==> config.mk <==
export PLATFORM = sky130hd
export DESIGN_NAME = mandel_frame_scheduler
export DESIGN_NICKNAME = d
export VERILOG_FILES = /design/src/rtl/mandel_pkg.sv /design/src/rtl/mandel_coord_stepper.sv /design/src/rtl/mandel_frame_scheduler.sv
export SDC_FILE = /design/constraint.sdc
export NUM_CORES = 1
export LEC_CHECK = 0
export ABC_AREA = 0
export BUFFER_PORTS_ARGS = -buffer_cell sky130_fd_sc_hd__buf_2
export CAP_MARGIN = 10
export CORE_MARGIN = 3
export CORE_UTILIZATION = 49
export DETAILED_ROUTE_END_ITERATION = 8
export PLACE_DENSITY = 0.75
export SETUP_SLACK_MARGIN = 0.1
export SYNTH_ARGS = -nofsm -noshare
export SYNTH_HDL_FRONTEND = slang
export SYNTH_HIERARCHICAL = 1
export SYNTH_SLANG_ARGS = --single-unit
==> constraint.sdc <==
create_clock -name clk -period 3 [get_ports clk]
set_clock_uncertainty 0.2 [all_clocks]
set_input_delay 0 -clock clk [delete_from_list [all_inputs] [get_ports clk]]
set_output_delay 0 -clock clk [all_outputs]
set_load 0.03 [all_outputs]
==> src/rtl/mandel_pkg.sv <==
// Shared types for the Mandelbrot frame scheduler: FSM states, fixed-point coordinates,
// and the engine result payload.
package mandel_pkg;

  localparam int unsigned COORD_W = 16;
  localparam int unsigned COLOR_W = 24;
  localparam int unsigned Q_FRAC  = 12;

  typedef logic signed [COORD_W-1:0] coord_t;
  typedef logic [COLOR_W-1:0]        color_t;

  typedef enum logic [2:0] {
    S_IDLE,
    S_ISSUE,
    S_WAIT,
    S_EMIT,
    S_DONE
  } sched_state_t;

  typedef struct packed {
    logic   in_set;
    color_t color;
  } px_result_t;

  // Integer to Q4.12, wrapping modulo 2^COORD_W.
  function automatic coord_t to_q(input int v);
    return coord_t'(v <<< Q_FRAC);
  endfunction

endpackage

==> src/rtl/mandel_coord_stepper.sv <==
// Raster-order pixel counters with matching complex-plane coordinate accumulators.
module mandel_coord_stepper
  import mandel_pkg::*;
#(
  parameter int unsigned H_RES = 64,
  parameter int unsigned V_RES = 48,
  parameter int unsigned XW    = $clog2(H_RES),
  parameter int unsigned YW    = $clog2(V_RES)
) (
  input  logic               clk,
  input  logic               reset,
  input  logic               load,
  input  logic               advance,
  input  coord_t             x0,
  input  coord_t             y0,
  input  logic [COORD_W-1:0] step,
  output logic [XW-1:0]      col,
  output logic [YW-1:0]      row,
  output coord_t             re,
  output coord_t             im,
  output logic               last_pixel
);

  localparam logic [XW-1:0] COL_LAST = XW'(H_RES - 1);
  localparam logic [YW-1:0] ROW_LAST = YW'(V_RES - 1);

  assign last_pixel = (col == COL_LAST) && (row == ROW_LAST);

  // Rows run top-down, so im decreases on each row wrap.
  always_ff @(posedge clk) begin
    if (reset) begin
      col <= '0;
      row <= '0;
      re  <= '0;
      im  <= '0;
    end else if (load) begin
      col <= '0;
      row <= '0;
      re  <= x0;
      im  <= y0;
    end else if (advance && !last_pixel) begin
      if (col != COL_LAST) begin
        col <= col + XW'(1);
        re  <= re + coord_t'(step);
      end else begin
        col <= '0;
        re  <= x0;
        row <= row + YW'(1);
        im  <= im - coord_t'(step);
      end
    end
  end

endmodule

==> src/rtl/mandel_frame_scheduler.sv <==
// Walks the pixel engine over one frame in raster order, with engine timeout and
// valid/ready hand-off of each result to the pixel writer.
module mandel_frame_scheduler
  import mandel_pkg::*;
#(
  parameter int unsigned H_RES       = 64,
  parameter int unsigned V_RES       = 48,
  parameter int unsigned TIMEOUT_CYC = 4096,
  parameter int unsigned XW          = $clog2(H_RES),
  parameter int unsigned YW          = $clog2(V_RES)
) (
  input  logic               clk,
  input  logic               reset,
  input  logic               cfg_valid,
  input  coord_t             cfg_x0,
  input  coord_t             cfg_y0,
  input  logic [COORD_W-1:0] cfg_step,
  input  logic               frame_start,
  input  logic               abort,
  output logic               eng_start,
  output coord_t             eng_cre,
  output coord_t             eng_cim,
  input  logic               eng_valid,
  input  logic               eng_in_set,
  input  color_t             eng_color,
  output logic               px_valid,
  input  logic               px_ready,
  output logic [XW-1:0]      px_x,
  output logic [YW-1:0]      px_y,
  output color_t             px_color,
  output logic               px_in_set,
  output logic               busy,
  output logic               frame_done,
  output logic               timeout_err
);

  localparam int unsigned TW       = $clog2(TIMEOUT_CYC);
  localparam logic [TW-1:0] TMO_LAST = TW'(TIMEOUT_CYC - 1);

  sched_state_t       state_q, state_d;
  logic [TW-1:0]      tmo_q, tmo_d;
  px_result_t         res_q, res_d;
  coord_t             cfg_x0_q, cfg_y0_q;
  logic [COORD_W-1:0] cfg_step_q;
  logic               timeout_err_d;
  logic               cfg_we, load, advance, last_pixel;
  coord_t             x0_in, y0_in;
  logic [COORD_W-1:0] step_in;

  mandel_coord_stepper #(
    .H_RES(H_RES),
    .V_RES(V_RES),
    .XW   (XW),
    .YW   (YW)
  ) u_stepper (
    .clk       (clk),
    .reset     (reset),
    .load      (load),
    .advance   (advance),
    .x0        (x0_in),
    .y0        (y0_in),
    .step      (step_in),
    .col       (px_x),
    .row       (px_y),
    .re        (eng_cre),
    .im        (eng_cim),
    .last_pixel(last_pixel)
  );

  assign px_color  = res_q.color;
  assign px_in_set = res_q.in_set;

  // Next-state, datapath controls and registered-output next values.
  always_comb begin
    state_d       = state_q;
    tmo_d         = tmo_q;
    res_d         = res_q;
    timeout_err_d = timeout_err;
    cfg_we        = 1'b0;
    load          = 1'b0;
    advance       = 1'b0;

    case (state_q)
      S_IDLE: begin
        cfg_we = cfg_valid;
        if (frame_start) begin
          state_d       = S_ISSUE;
          load          = 1'b1;
          timeout_err_d = 1'b0;
        end
      end
      S_ISSUE: begin
        state_d = S_WAIT;
        tmo_d   = '0;
      end
      S_WAIT: begin
        tmo_d = tmo_q + TW'(1);
        if (eng_valid) begin
          state_d = S_EMIT;
          res_d   = '{in_set: eng_in_set, color: eng_color};
        end else if (tmo_q == TMO_LAST) begin
          state_d       = S_EMIT;
          res_d         = '0;
          timeout_err_d = 1'b1;
        end
      end
      S_EMIT: begin
        if (px_ready) begin
          advance = !last_pixel;
          state_d = last_pixel ? S_DONE : S_ISSUE;
        end
      end
      S_DONE:  state_d = S_IDLE;
      default: state_d = S_IDLE;
    endcase

    // Abort wins over everything else arriving in the same cycle.
    if (abort) begin
      state_d       = S_IDLE;
      tmo_d         = tmo_q;
      res_d         = res_q;
      timeout_err_d = timeout_err;
      cfg_we        = 1'b0;
      load          = 1'b0;
      advance       = 1'b0;
    end

    // A frame_start accompanied by cfg_valid runs on the new configuration.
    x0_in   = cfg_we ? cfg_x0   : cfg_x0_q;
    y0_in   = cfg_we ? cfg_y0   : cfg_y0_q;
    step_in = cfg_we ? cfg_step : cfg_step_q;
  end

  always_ff @(posedge clk) begin
    if (reset) begin
      state_q     <= S_IDLE;
      tmo_q       <= '0;
      res_q       <= '0;
      cfg_x0_q    <= '0;
      cfg_y0_q    <= '0;
      cfg_step_q  <= '0;
      eng_start   <= 1'b0;
      px_valid    <= 1'b0;
      busy        <= 1'b0;
      frame_done  <= 1'b0;
      timeout_err <= 1'b0;
    end else begin
      state_q     <= state_d;
      tmo_q       <= tmo_d;
      res_q       <= res_d;
      timeout_err <= timeout_err_d;
      eng_start   <= (state_d == S_ISSUE);
      px_valid    <= (state_d == S_EMIT);
      busy        <= (state_d != S_IDLE);
      frame_done  <= (state_d == S_DONE);
      if (cfg_we) begin
        cfg_x0_q   <= cfg_x0;
        cfg_y0_q   <= cfg_y0;
        cfg_step_q <= cfg_step;
      end
    end
  end

endmodule

# Word-level counts from Yosys, hierarchy flattened

Index checks and enable logic that the tools add are counted.
W data, S select, Z words.

Add/sub/neg operators: 5
Reduce and logical (&&, ||, !) cells: 15
Muxes and demuxes: 32
Bitwise logic cells: 2
Equality and inequality tests: 14

Operators by type and width:

| operator                | count |
|---|---|
| $mux W16                | 9 |
| $mux W25                | 2 |
| $pmux W12 S2            | 1 |
| $mux W3                 | 6 |
| $add A16 B16 Y16        | 1 |
| $sub A16 B16 Y16        | 1 |
| $add A12 B1 Y12 const B | 1 |
| $add A6 B1 Y6 const B   | 2 |
| $eq A12 B12 Y1 const B  | 1 |
| $eq A6 B6 Y1 const B    | 2 |
| $pmux W3 S4             | 1 |
| $mux W1                 | 11 |
| $eq A3 B2 Y1 const B    | 3 |
| $ne A2 B2 Y1 const B    | 4 |
| $reduce_bool A2 Y1      | 4 |
| $eq A3 B1 Y1 const B    | 2 |
| $mux W6                 | 1 |
| $ne A6 B6 Y1 const B    | 1 |
| $reduce_and A2 Y1       | 3 |
| $reduce_and A5 Y1       | 1 |
| $eq A3 B3 Y1 const B    | 1 |
| $logic_not A3 Y1        | 1 |
| $reduce_and A3 Y1       | 1 |
| $reduce_bool A3 Y1      | 1 |
| other kinds (5)         | 7 |

Word-level logic and storage cells: 84
Input port bits: 80
Register bits after elaboration: 137
Output and inout port bits: 74

# Depth between registers and ports, before layout

Gate-level depths: netlist (run 1).

Depth after elaboration: 9
Mapped depth: 14
Mapped depth without buffers: 12

# By module

The synthesis (run 1) kept the hierarchy.

By module, submodules not included:

| module                 | cells each | area an instance (um2) | instances | seq. area each (um2) |
|---|---|---|---|---|
| mandel_frame_scheduler | 328        | 3609.7                 | 1         | 1861.8 |
| mandel_coord_stepper   | 430        | 3379.5                 | 1         | 880.8 |

# Worst setup path before layout (run 1)

No wires, ideal clock.

Path kind: reg2reg
Start point: register state_q[2]
End point: register u_stepper.re[14]
Path buffers: 1
Required time: 2.659 ns
Stages on the path, launching flop included: 14
Period minus slack after synthesis: 3.218 ns
Library setup time: 0.141 ns
Path slack: -0.218 ns
Data arrival time: 2.878 ns
Path through: dfxtp_1 -> nor2_1 -> nand3_1 -> buf_2 -> mux2_2 -> ha_1 -> fa_1 -> a211oi_2 -> o21bai_1 -> o21ai_2 -> o21ai_2 -> a211oi_2 -> mux2i_1 -> a311oi_2

Longest elaborated chain between the ends: 8
Elaborated cells on any way between the ends: 16
Those cells by class: add/sub (1); eq/ne (1); mux (11); reduce/logical (3)

RTL lines:

| what                   | line                          | source |
|---|---|---|
| from (decl)            | mandel_frame_scheduler.sv:40  | `sched_state_t state_q, state_d;` |
| from (signal assigned) | mandel_frame_scheduler.sv:148 | `state_q <= state_d;` |
| $logic_not A3 Y1       | mandel_frame_scheduler.sv:83  | `case (state_q)` |
| $mux W1                | mandel_frame_scheduler.sv:83  |  |
| $mux W1                | mandel_frame_scheduler.sv:118 | `if (abort) begin` |
| $mux W16               | --                            |  |
| net step_in[0]         | mandel_frame_scheduler.sv:48  | `logic [COORD_W-1:0] step_in;` |
| $add A16 B16 Y16       | mandel_coord_stepper.sv:44    | `re <= re + coord_t'(step);` |
| $mux W16               | mandel_coord_stepper.sv:42    | `if (col != COL_LAST) begin` |
| $mux W16               | mandel_coord_stepper.sv:41    | `end else if (advance && !last_pixel) begin` |
| $mux W16               | mandel_coord_stepper.sv:36    | `end else if (load) begin` |
| to (signal assigned)   | mandel_coord_stepper.sv:44    |  |
| to (decl)              | mandel_coord_stepper.sv:19    | `output coord_t re,` |

The timed path passes the listed nets, and every way through them passes these cells. The select of a mux whose other input is x is not followed.
A chain may end at the register's enable or synchronous reset.

# Worst setup path after layout (run 1)

Start point: register state_q[1]
End point: register u_stepper.re[13]

The elaborated chain is that of the path after synthesis.

==> results of run 1 <==
-- through the flow --
| stage | setup WS [ns] | cells |
|---|---|---|
| 5_1_grt | -0.171 | 1222 |
| 4_1_cts | 0.0167 | 1218 |
| 2_1_floorplan | -0.0436 | 758 |
| 3_5_place_dp | -0.0751 | 1099 |
| 6_report | -0.0191 | 1222 |
| 3_3_place_gp | 0.0392 | 1099 |
-- power breakdown --
group          switching [mW]  total [mW]  internal [mW]
combinational           0.503       0.983          0.480
sequential             0.0393        1.92           1.88
clock                   0.804        2.32           1.52
-- metal layers --
metal / global-route usage, % / part of all wire, %
met1: 29.7 / 41
met2: 46.7 / 50
met3: 6.92 / 6.2
met4: 9.50 / 2.4
met5: 0 / 0
-- critical path, cell delays in order, from the launching register on --
cell	delay, ns
dfxtp_2	0.33
nor2_4	0.14
nand3_4	0.10
buf_4	0.17
mux2_2	0.31
ha_1	0.35
a21oi_2	0.16
o21ai_0	0.11
nor2b_2	0.18
a211oi_4	0.30
buf_4	0.17
o21ai_2	0.05
xnor2_1	0.13
a211oi_1	0.23
-- synthesized netlist by cell type (3+ instances only) --
cell type  number  share of area (%)
o21ai_0        22                1.6
nand3_1        12               0.86
a221oi_1        3               0.38
mux2i_1         4               0.57
buf_2          11               0.79
nand2_1        49                2.6
nor3b_1         4               0.43
a311oi_1        6               0.75
a22o_1         25                3.1
and3_1          7               0.63
o21ai_2         3               0.38
mux2_2         49                7.9
nand4_1         9               0.81
inv_1          27                1.5
o32ai_1         4               0.50
a21o_1         11                1.2
nor2_1         59                3.2
a21oi_1        51                3.7
o21a_1          4               0.43
o211ai_1        8               0.86
xor2_1         24                3.0
xnor2_1        19                2.4
a211oi_2        4               0.72
nor4_1          5               0.45
o21bai_1        4               0.43
dfxtp_1       137                 39
nor2b_1        54                4.8
a211oi_1        9               0.97
and2_1          4               0.36
clkbuf_1       24                1.3
nand2b_1       11               0.98
ha_1           33                5.9
nor3_1         16                1.1
-- cell type report --
class	count	area, um^2	area share (%)
multi-input cells	556	4210	42.4
clock inverters	11	193	1.94
flip-flops and latches	137	2750	27.7
diodes	1	2.50	0.0252
clock buffers	21	460	4.64
well taps	180	225	2.27
repair buffers	288	1990	20.0
inverters	28	105	1.06
-- worst max path at each step --
stage                          startpoint                             to  slack (ns)  depth (start not counted)
floorplan           state_q[2]$_SDFF_PP0_  u_stepper/re[14]$_SDFFE_PP0P_       -0.04                         13
global placement    state_q[1]$_SDFF_PP0_  u_stepper/im[15]$_SDFFE_PP0P_        0.04                         13
detailed placement  state_q[1]$_SDFF_PP0_  u_stepper/re[14]$_SDFFE_PP0P_       -0.08                         12
CTS                 state_q[1]$_SDFF_PP0_  u_stepper/re[14]$_SDFFE_PP0P_        0.02                         12
global route        state_q[1]$_SDFF_PP0_  u_stepper/re[11]$_SDFFE_PP0P_       -0.17                         12
finish              state_q[1]$_SDFF_PP0_  u_stepper/re[13]$_SDFFE_PP0P_       -0.02                         13
-- what timing repair did --
action,in CTS,in global routing
endpoints found under the setup margin,15,35
buffers inserted,4,3
gates resized for setup,17,24
hold buffers,83,0
pin swaps,9,13
hold endpoints to repair,116,0
-- state kept, by name, summed over array words and instances, names as in the netlist, 12 cells and up --
| signal | flops |
|---|---|
| px_color | 24 |
| u_stepper/im | 16 |
| cfg_step_q | 16 |
| cfg_x0_q | 16 |
| u_stepper/re | 16 |
| tmo_q | 12 |
| cfg_y0_q | 16 |
-- cells by family after synthesis --
logic type	count (synthesis)
AND/OR/NAND/NOR	251
AO/OA/AOI/OAI	174
flip-flops	137
buffers and inverters	65
multiplexers	53
XOR/XNOR	43
adder cells (fa/ha/maj)	35
-- layout by cell type (no fill, tap or decap), drive strengths merged, types with 26 or more instances in the layout --
cell type    count
buf            205
dfxtp          137
nor2b           54
nand2           49
ha              33
dlygate4sd3     83
nor2            61
o21ai           26
inv             29
mux2            49
a21oi           52
==> flow_summary.json, run 1 <==
{
  "synthXorXnorAreaFrac_pct": 5.39,
  "synthFlopType": "dfxtp_1",
  "hold_class": "in -> reg",
  "wire_per_inst_um": 17.0,
  "rows": 43,
  "synth_compound_area_share_pct": 17.5,
  "whs_ns": 0.0227,
  "violations": "setup timing",
  "holdPathEnd": "tmo_q[2]$_SDFFE_PP0P_",
  "startpoint_type": "flip-flop",
  "fmax_mhz": 331,
  "drtAntennaViolNets": 0,
  "finalCritPeriodShare_pct": 101,
  "crit_required_ns": 3.13,
  "ys_ff_latch": 137,
  "yosysUniqueCellTypes": 69,
  "hold_viol_final": 0,
  "post_route_cells_drive_above_1_share_pct": 33.3,
  "clkLatencyLatePin_ns": 0.42,
  "path_class": "reg -> reg",
  "ff2ff_path_depth": 13,
  "rrSetupSlack_ns": -0.02,
  "worstMarginPinSlew_ns": 0.560,
  "synth.net_count": 873,
  "grt_pass1_vias": 6773,
  "drt_iter0_markers": 509,
  "wirelength_mm": 20.8,
  "antenna_found_initial": 1,
  "routabilityCongestion": 0.889,
  "core_mm2": 0.0139,
  "dp_hpwl_mm": 13.8,
  "fin_util_pct": 71.2,
  "n_fill_cell": 1038,
  "finalCriticalPeriod_ns": 3.02,
  "worstSetupEndpointType": "flip-flop",
  "cts.sinks": 137,
  "numCtsBuffers": 17,
  "syn_area_per_cell_um2": 9.22,
  "slew_viol_final": 0,
  "relSlewSlack_pct": 62.3,
  "syn_inst": 758,
  "grt_first_pass_wirelength_mm": 33.4,
  "power_density_mw_per_mm2": 527,
  "outcome": "complete, but fails checks",
  "ys_seq_area_share_pct": 39.2,
  "postLayoutCellArea_mm2": 0.00993,
  "cts_tree": "yes",
  "yosys.area_share.simple_pct": 19.1,
  "area_growth_pct": 42.0,
  "route.detailed.drc": 0,
  "drt-vias-per-instance": 5.50,
  "finalNetCount": 1143,
  "worst_hold_path.num_cells": 4,
  "setup-tns-final_ns": -0.0261,
  "p_total_mw": 5.23,
  "synthMuxAreaShare_pct": 8.47,
  "first_pass_iters": 6,
  "clkTransAtPathRegs_ns": 0.06,
  "start_util_pct": 50.2,
  "placed_area_mm2": 0.00822,
  "synthArstFlopShare_pct": 0,
  "io_pins": 154,
  "setup_viol": 2,
  "cp_max_fo": 5,
  "max-cap-violations": 0,
  "irDropWorstVdd_mv": 0.400,
  "htree_num_levels": 4,
  "cts-root-buf": "clkbuf_16",
  "r2r-start": "state_q[1]$_SDFF_PP0_",
  "grt_max_degree": 53,
  "p_leak_nw": 4.42,
  "netlist_area_mm2": 0.00699,
  "cts_max_path_buffers": 2,
  "r2r_end": "u_stepper/re[13]$_SDFFE_PP0P_",
  "hp-start": "abort",
  "die_w_um": 125,
  "crit_arrival_ns": 3.15,
  "vias": 6715,
  "track_usage_pct": 26.1,
  "die_h_um": 125,
  "setup_ws_ns": -0.0191,
  "yosys_warnings": 6,
  "synth_fa_ha_area_share_pct": 6.48,
  "port_buffers": 153,
  "die_area_mm2": 0.0157,
  "rsz0062_at_grt": "true",
  "synth_top_family_by_area": "simple AND/OR/NAND/NOR gates",
  "synth_edf_count": 0,
  "overflow": 0
}
(Power assumes the default switching activity.)
==> run 2, diff against run 1 <==
--- a/config.mk
+++ b/config.mk
@@ -9,9 +9,9 @@
 export BUFFER_PORTS_ARGS = -buffer_cell sky130_fd_sc_hd__buf_2
 export CAP_MARGIN = 10
 export CORE_MARGIN = 3
-export CORE_UTILIZATION = 49
+export CORE_UTILIZATION = 55
 export DETAILED_ROUTE_END_ITERATION = 8
-export PLACE_DENSITY = 0.75
+export PLACE_DENSITY = 0.8
 export SETUP_SLACK_MARGIN = 0.1
 export SYNTH_ARGS = -nofsm -noshare
 export SYNTH_HDL_FRONTEND = slang
==> constraint.sdc (replaced) <==
create_clock -name clk -period 2.8 [get_ports clk]
set_clock_uncertainty 0.2 [all_clocks]
set_input_delay 0 -clock clk [delete_from_list [all_inputs] [get_ports clk]]
set_output_delay 0 -clock clk [all_outputs]
set_load 0.03 [all_outputs]
==> run 2 against run 1 <==
Net effect:
- the run still ends with setup timing left
- cell count is 0.90% higher
- sequential share of layout area down 1.1 points
- via count grew 9.5%
- critical path depth down 1
- final area up 4.2%
- flip-flop and latch count stayed put
- non-clock buffer count is 24 higher
- first-iteration DRC count is 21% higher
- combinational power increased by 25%
- die area shrank 10%
- global-route usage rose by 6.5 points
- largest power group unchanged
==> flow_summary.json, run 2 (synthesized netlist as in run 1, its figures left out) <==
{
  "route.detailed.drc": 0,
  "drt-vias-per-instance": 5.97,
  "final_cell_mix": "buf_2 (153), dfxtp_1 (134), dlygate4sd3_1 (80)",
  "dp_slack_ns": -0.254,
  "setup_ws_ns": -0.313,
  "worst_hold_path.num_cells": 5,
  "overflow": 0,
  "finalCriticalPeriod_ns": 3.11,
  "first_pass_iters": 6,
  "grt.met1_usage_pct": 36.3,
  "dp.cells": 1105,
  "instances_no_fill": 1233,
  "grt_busiest_layer": "met2",
  "crit_arrival_ns": 3.22,
  "n_antenna_cell": 0,
  "worstMarginPinSlew_ns": 0.671,
  "post_route_cells_drive_above_1_share_pct": 38.3,
  "p_leak_nw": 4.53,
  "fmax_mhz": 321,
  "largest_register_ffs": 24,
  "whs_ns": 0.0186,
  "grt.met2_usage_pct": 57.6,
  "routabilityCongestion": 0.934,
  "track_usage_pct": 32.5,
  "cts_max_path_buffers": 2,
  "hold_class": "in -> reg",
  "vias": 7355,
  "max-cap-violations": 0,
  "die_h_um": 119,
  "grt_max_degree": 45,
  "power_density_mw_per_mm2": 535,
  "clkTransAtPathRegs_ns": 0.06,
  "wirelength_mm": 25.2,
  "relSlewSlack_pct": 55.3,
  "grt_pass1_vias": 7399,
  "finalCritPeriodShare_pct": 111,
  "port_buffers": 153,
  "slew_viol_final": 0,
  "irDropWorstVdd_mv": 0.428,
  "final_common_cell": "buf_2",
  "htree_num_levels": 4,
  "worstSetupEndpointType": "flip-flop",
  "die_w_um": 119,
  "wire_per_inst_um": 20.4,
  "drt_iter0_markers": 615,
  "cts_tree": "yes",
  "core_mm2": 0.0122,
  "p_total_mw": 5.54,
  "ff2ff_path_depth": 12,
  "drtAntennaViolNets": 0,
  "violations": "setup timing",
  "startpoint_type": "flip-flop",
  "path_class": "reg -> reg",
  "setup_viol": 22,
  "start_util_pct": 57.2,
  "placed_area_mm2": 0.00838,
  "grt.met3_usage_pct": 9.28,
  "antenna_found_initial": 0,
  "die_area_mm2": 0.0141,
  "n_fill_cell": 651,
  "postLayoutCellArea_mm2": 0.0103,
  "cts.sinks": 137,
  "dp_hpwl_mm": 13.2,
  "outcome": "complete, but fails checks",
  "hold_viol_final": 0,
  "numCtsBuffers": 17,
  "io_pins": 154,
  "rsz0062_at_grt": "true",
  "grt_first_pass_wirelength_mm": 37.2,
  "finalNetCount": 1167,
  "cts-root-buf": "clkbuf_16",
  "crit_required_ns": 2.91,
  "clkLatencyLatePin_ns": 0.44,
  "rows": 40,
  "cp_max_fo": 4,
  "area_growth_pct": 48.0
}
==> run 2: what timing repair did <==
item                                   CTS  global route
gates resized for setup                 43            47
endpoints found under the hold margin  114             2
cloned                                   1             0
setup endpoints to repair               25            34
hold buffers                            80             1
pin swaps                               21            28
setup buffers                           10             6
==> run 2: final cells by class <==
| cell class | instances | area, um^2 | share of cell area (%) |
|---|---|---|---|
| inverters | 28 | 105 | 1.02 |
| flip-flops and latches | 137 | 2750 | 26.6 |
| clock buffers | 21 | 460 | 4.45 |
| well taps | 168 | 210 | 2.03 |
| repair buffers | 312 | 2220 | 21.4 |
| clock inverters | 11 | 123 | 1.19 |
| multi-input cells | 556 | 4480 | 43.3 |
==> run 2: final timing paths <==
kind / startpoint / end / slack [ns]
worst max-delay path: state_q[1]$_SDFF_PP0_ / u_stepper/re[14]$_SDFFE_PP0P_ / -0.31
worst min-delay path: abort / eng_start$_SDFF_PP0_ / 0.02
worst max register to register: state_q[1]$_SDFF_PP0_ / u_stepper/re[14]$_SDFFE_PP0P_ / -0.31
worst min register to register: px_color[5]$_SDFFE_PP0P_ / px_color[5]$_SDFFE_PP0P_ / 0.27
==> run 2: power by group <==
| group | switching, mW | internal [mW] |
|---|---|---|
| logic | 0.634 | 0.599 |
| clock network | 0.887 | 1.35 |
| registers | 0.0476 | 2.01 |
| total | 1.57 | 3.97 |
==> run 2: stage by stage <==
stage | util [%] | setup TNS [ns]
finish | 84.7 | -3.45
global route | 84.7 | -5.23
floorplan | - | -0.685
detailed placement | 68.7 | -2.22
global placement | 68.7 | -1.16
CTS | 82.6 | -1.09
==> run 2: per-layer routing <==
metal	part of all wire [%]	vias to the layer above
li1	-	3289
met4	4.1	0
met5	0	-
met1	37	3522
met3	8.5	108
met2	50	436
==> run 2: critical path: stages (launching register included) <==
cell and delay, ns:
dfxtp_2 0.34, nor2_4 0.14, nand3_4 0.11, mux2_4 0.34, ha_4 0.17, fa_2 0.41, a211oi_2 0.27, o21bai_1 0.15
o21ai_2 0.19, o21ai_2 0.11, a211oi_2 0.18, mux2i_1 0.25, a311oi_2 0.11
==> run 3, diff against run 2 <==
==> constraint.sdc (replaced) <==
create_clock -name clk -period 3.8 [get_ports clk]
set_clock_uncertainty 0.2 [all_clocks]
set_input_delay 0 -clock clk [delete_from_list [all_inputs] [get_ports clk]]
set_output_delay 0 -clock clk [all_outputs]
set_load 0.03 [all_outputs]
==> run 3 against run 2 <==
Net effect:
- the run ends with hold timing left
- largest power group unchanged
- cell count fell by 5.2%
- final area decreased by 9.6%
- worst setup slack better by 0.65 ns
- core utilization fell by 8.1 points
- die area unchanged
==> flow_summary.json, run 3 (synthesized netlist as in run 1, its figures left out) <==
{
  "grt_pass1_vias": 6539,
  "wire_per_inst_um": 16.8,
  "io_pins": 154,
  "finalCritPeriodShare_pct": 91.2,
  "slowest_stage": "ha_1",
  "htree_num_levels": 4,
  "finalNetCount": 1103,
  "max-cap-violations": 0,
  "first_pass_iters": 5,
  "finalCriticalPeriod_ns": 3.47,
  "dp_hpwl_mm": 12.7,
  "core_mm2": 0.0122,
  "start_util_pct": 57.2,
  "worstMarginPinSlew_ns": 0.862,
  "worst_hold_path.num_cells": 4,
  "max_stage_delay_ns": 0.37,
  "seq_area_mm2": 0.00274,
  "routabilityCongestion": 0.903,
  "setup_ws_ns": 0.334,
  "port_buffers": 153,
  "n_fill_cell": 850,
  "ff2ff_path_depth": 12,
  "hold_viol_final": 1,
  "postLayoutCellArea_mm2": 0.00935,
  "die_area_mm2": 0.0141,
  "worstSetupEndpointType": "flip-flop",
  "clkTransAtPathRegs_ns": 0.06,
  "n_antenna_cell": 0,
  "antenna_found_initial": 0,
  "vias": 6500,
  "drt_iter0_markers": 488,
  "drt-vias-per-instance": 5.56,
  "crit_arrival_ns": 3.52,
  "hp-start": "cfg_valid",
  "startpoint_type": "flip-flop",
  "final_cell_mix": "buf_2 (153), dfxtp_1 (137), dlygate4sd3_1 (81)",
  "dp_slack_ns": 0.237,
  "final_common_cell": "buf_2",
  "r2r_end": "u_stepper/re[15]$_SDFFE_PP0P_",
  "slew_viol_final": 0,
  "outcome": "complete, but fails checks",
  "power_density_mw_per_mm2": 410,
  "clkLatencyLatePin_ns": 0.42,
  "holdPathEnd": "cfg_step_q[8]$_SDFF_PP0_",
  "wirelength_mm": 19.7,
  "placed_area_mm2": 0.00793,
  "relSlewSlack_pct": 42.3,
  "path_class": "reg -> reg",
  "crit_family": "compound AO/OA/AOI/OAI gates",
  "instances_no_fill": 1169,
  "rrSetupSlack_ns": 0.33,
  "cts.sinks": 137,
  "cts_max_path_buffers": 2,
  "post_route_cells_drive_above_1_share_pct": 27.5,
  "multiInputGateArea_mm2": 0.00402,
  "largest_register_ffs": 24,
  "rsz0062_at_grt": "false",
  "area_growth_pct": 33.8,
  "violations": "hold timing",
  "dp.cells": 1056,
  "route.detailed.drc": 0,
  "hold_class": "in -> reg",
  "cts-root-buf": "clkbuf_16",
  "p_leak_nw": 4.18,
  "grt_max_degree": 40,
  "numCtsBuffers": 17,
  "die_h_um": 119,
  "rows": 40,
  "cp_cell_sequence": "nor2_2, nand3_4, buf_12, mux2_2, ha_1, a21o_1, a21oi_1, nand2_1, a211oi_4, o21ai_0, xnor2_1, o32ai_1",
  "setup_viol": 0,
  "overflow": 0,
  "irDropWorstVdd_mv": 0.282,
  "crit_buf_inv": 1,
  "setup-tns-final_ns": 0,
  "crit_required_ns": 3.86,
  "fmax_mhz": 289,
  "track_usage_pct": 28.4,
  "cp_max_fo": 31,
  "grt_first_pass_wirelength_mm": 32.5,
  "r2r-start": "state_q[0]$_SDFF_PP0_",
  "cts_tree": "yes",
  "die_w_um": 119,
  "drtAntennaViolNets": 0,
  "whs_ns": -0.0100
}
run 3: cell types whose count changed in the layout (fill, tap and decap cells not counted), moves of 5 or more:
cell and change:
ha_1 +19, a21oi_1 +8, o21ai_1 -9, buf_6 -5
a21oi_2 -6, ha_4 -17, o21ai_0 +11, buf_4 -58
run 3: metrics by stage:
| step | power (mW) | util [%] |
|---|---|---|
| 5_1_grt | 3.97 | 76.6 |
| 3_5_place_dp | 2.13 | 65.0 |
| 2_1_floorplan | 1.97 | - |
| 4_1_cts | 3.83 | 76.4 |
| 3_3_place_gp | 2.12 | 65.0 |
| 6_report | 3.83 | 76.6 |
run 3: power breakdown:
| part | switching [mW] | leakage [nW] | internal, mW |
|---|---|---|---|
| clock network | 0.603 | 0.285 | 1.04 |
| logic | 0.363 | 2.79 | 0.314 |
| registers | 0.0271 | 1.11 | 1.48 |
run 3: worst max path at each step:
stage                                         end  cells past startpoint  slack [ns]                   from
CTS                 u_stepper/re[15]$_SDFFE_PP0P_                     12        0.13  state_q[2]$_SDFF_PP0_
finish              u_stepper/re[15]$_SDFFE_PP0P_                     12        0.33  state_q[0]$_SDFF_PP0_
floorplan           u_stepper/re[14]$_SDFFE_PP0P_                     13        0.58  state_q[2]$_SDFF_PP0_
global placement    u_stepper/re[14]$_SDFFE_PP0P_                     12        0.33  state_q[2]$_SDFF_PP0_
detailed placement  u_stepper/re[15]$_SDFFE_PP0P_                     12        0.24  state_q[2]$_SDFF_PP0_
global route        u_stepper/re[15]$_SDFFE_PP0P_                     12        0.12  state_q[0]$_SDFF_PP0_
run 3: layer usage:
layer / up-vias / wire, um / part of all wire, % / global-route usage, %
met4: 0 / 479 / 2.4 / 10.9
met2: 274 / 9420 / 48 / 47.7
met3: 44 / 1390 / 7.1 / 8.23
met5: - / 0 / 0 / 0
li1: 3147 / - / - / -
met1: 3035 / 8380 / 43 / 34.4
run 3: cell type report:
class | instances | area share (%)
clock inverters | 9 | 1.31
multi-input cells | 556 | 43.0
clock buffers | 23 | 4.90
repair buffers | 248 | 18.1
flip-flops and latches | 137 | 29.3
inverters | 28 | 1.12
well taps | 168 | 2.25
run 3: what timing repair did:
| action | CTS | global route |
|---|---|---|
| hold buffers | 81 | 0 |
| buffers inserted | 0 | 0 |
| setup endpoints to repair | 0 | 6 |
| gates resized for setup | 0 | 5 |
| endpoints found under the hold margin | 119 | 0 |
run 3: worst min-delay path, stage by stage:
cell and delay, ns:
buf_2 0.12, nand3_4 0.13, mux2_2 0.20, nor2b_1 0.12
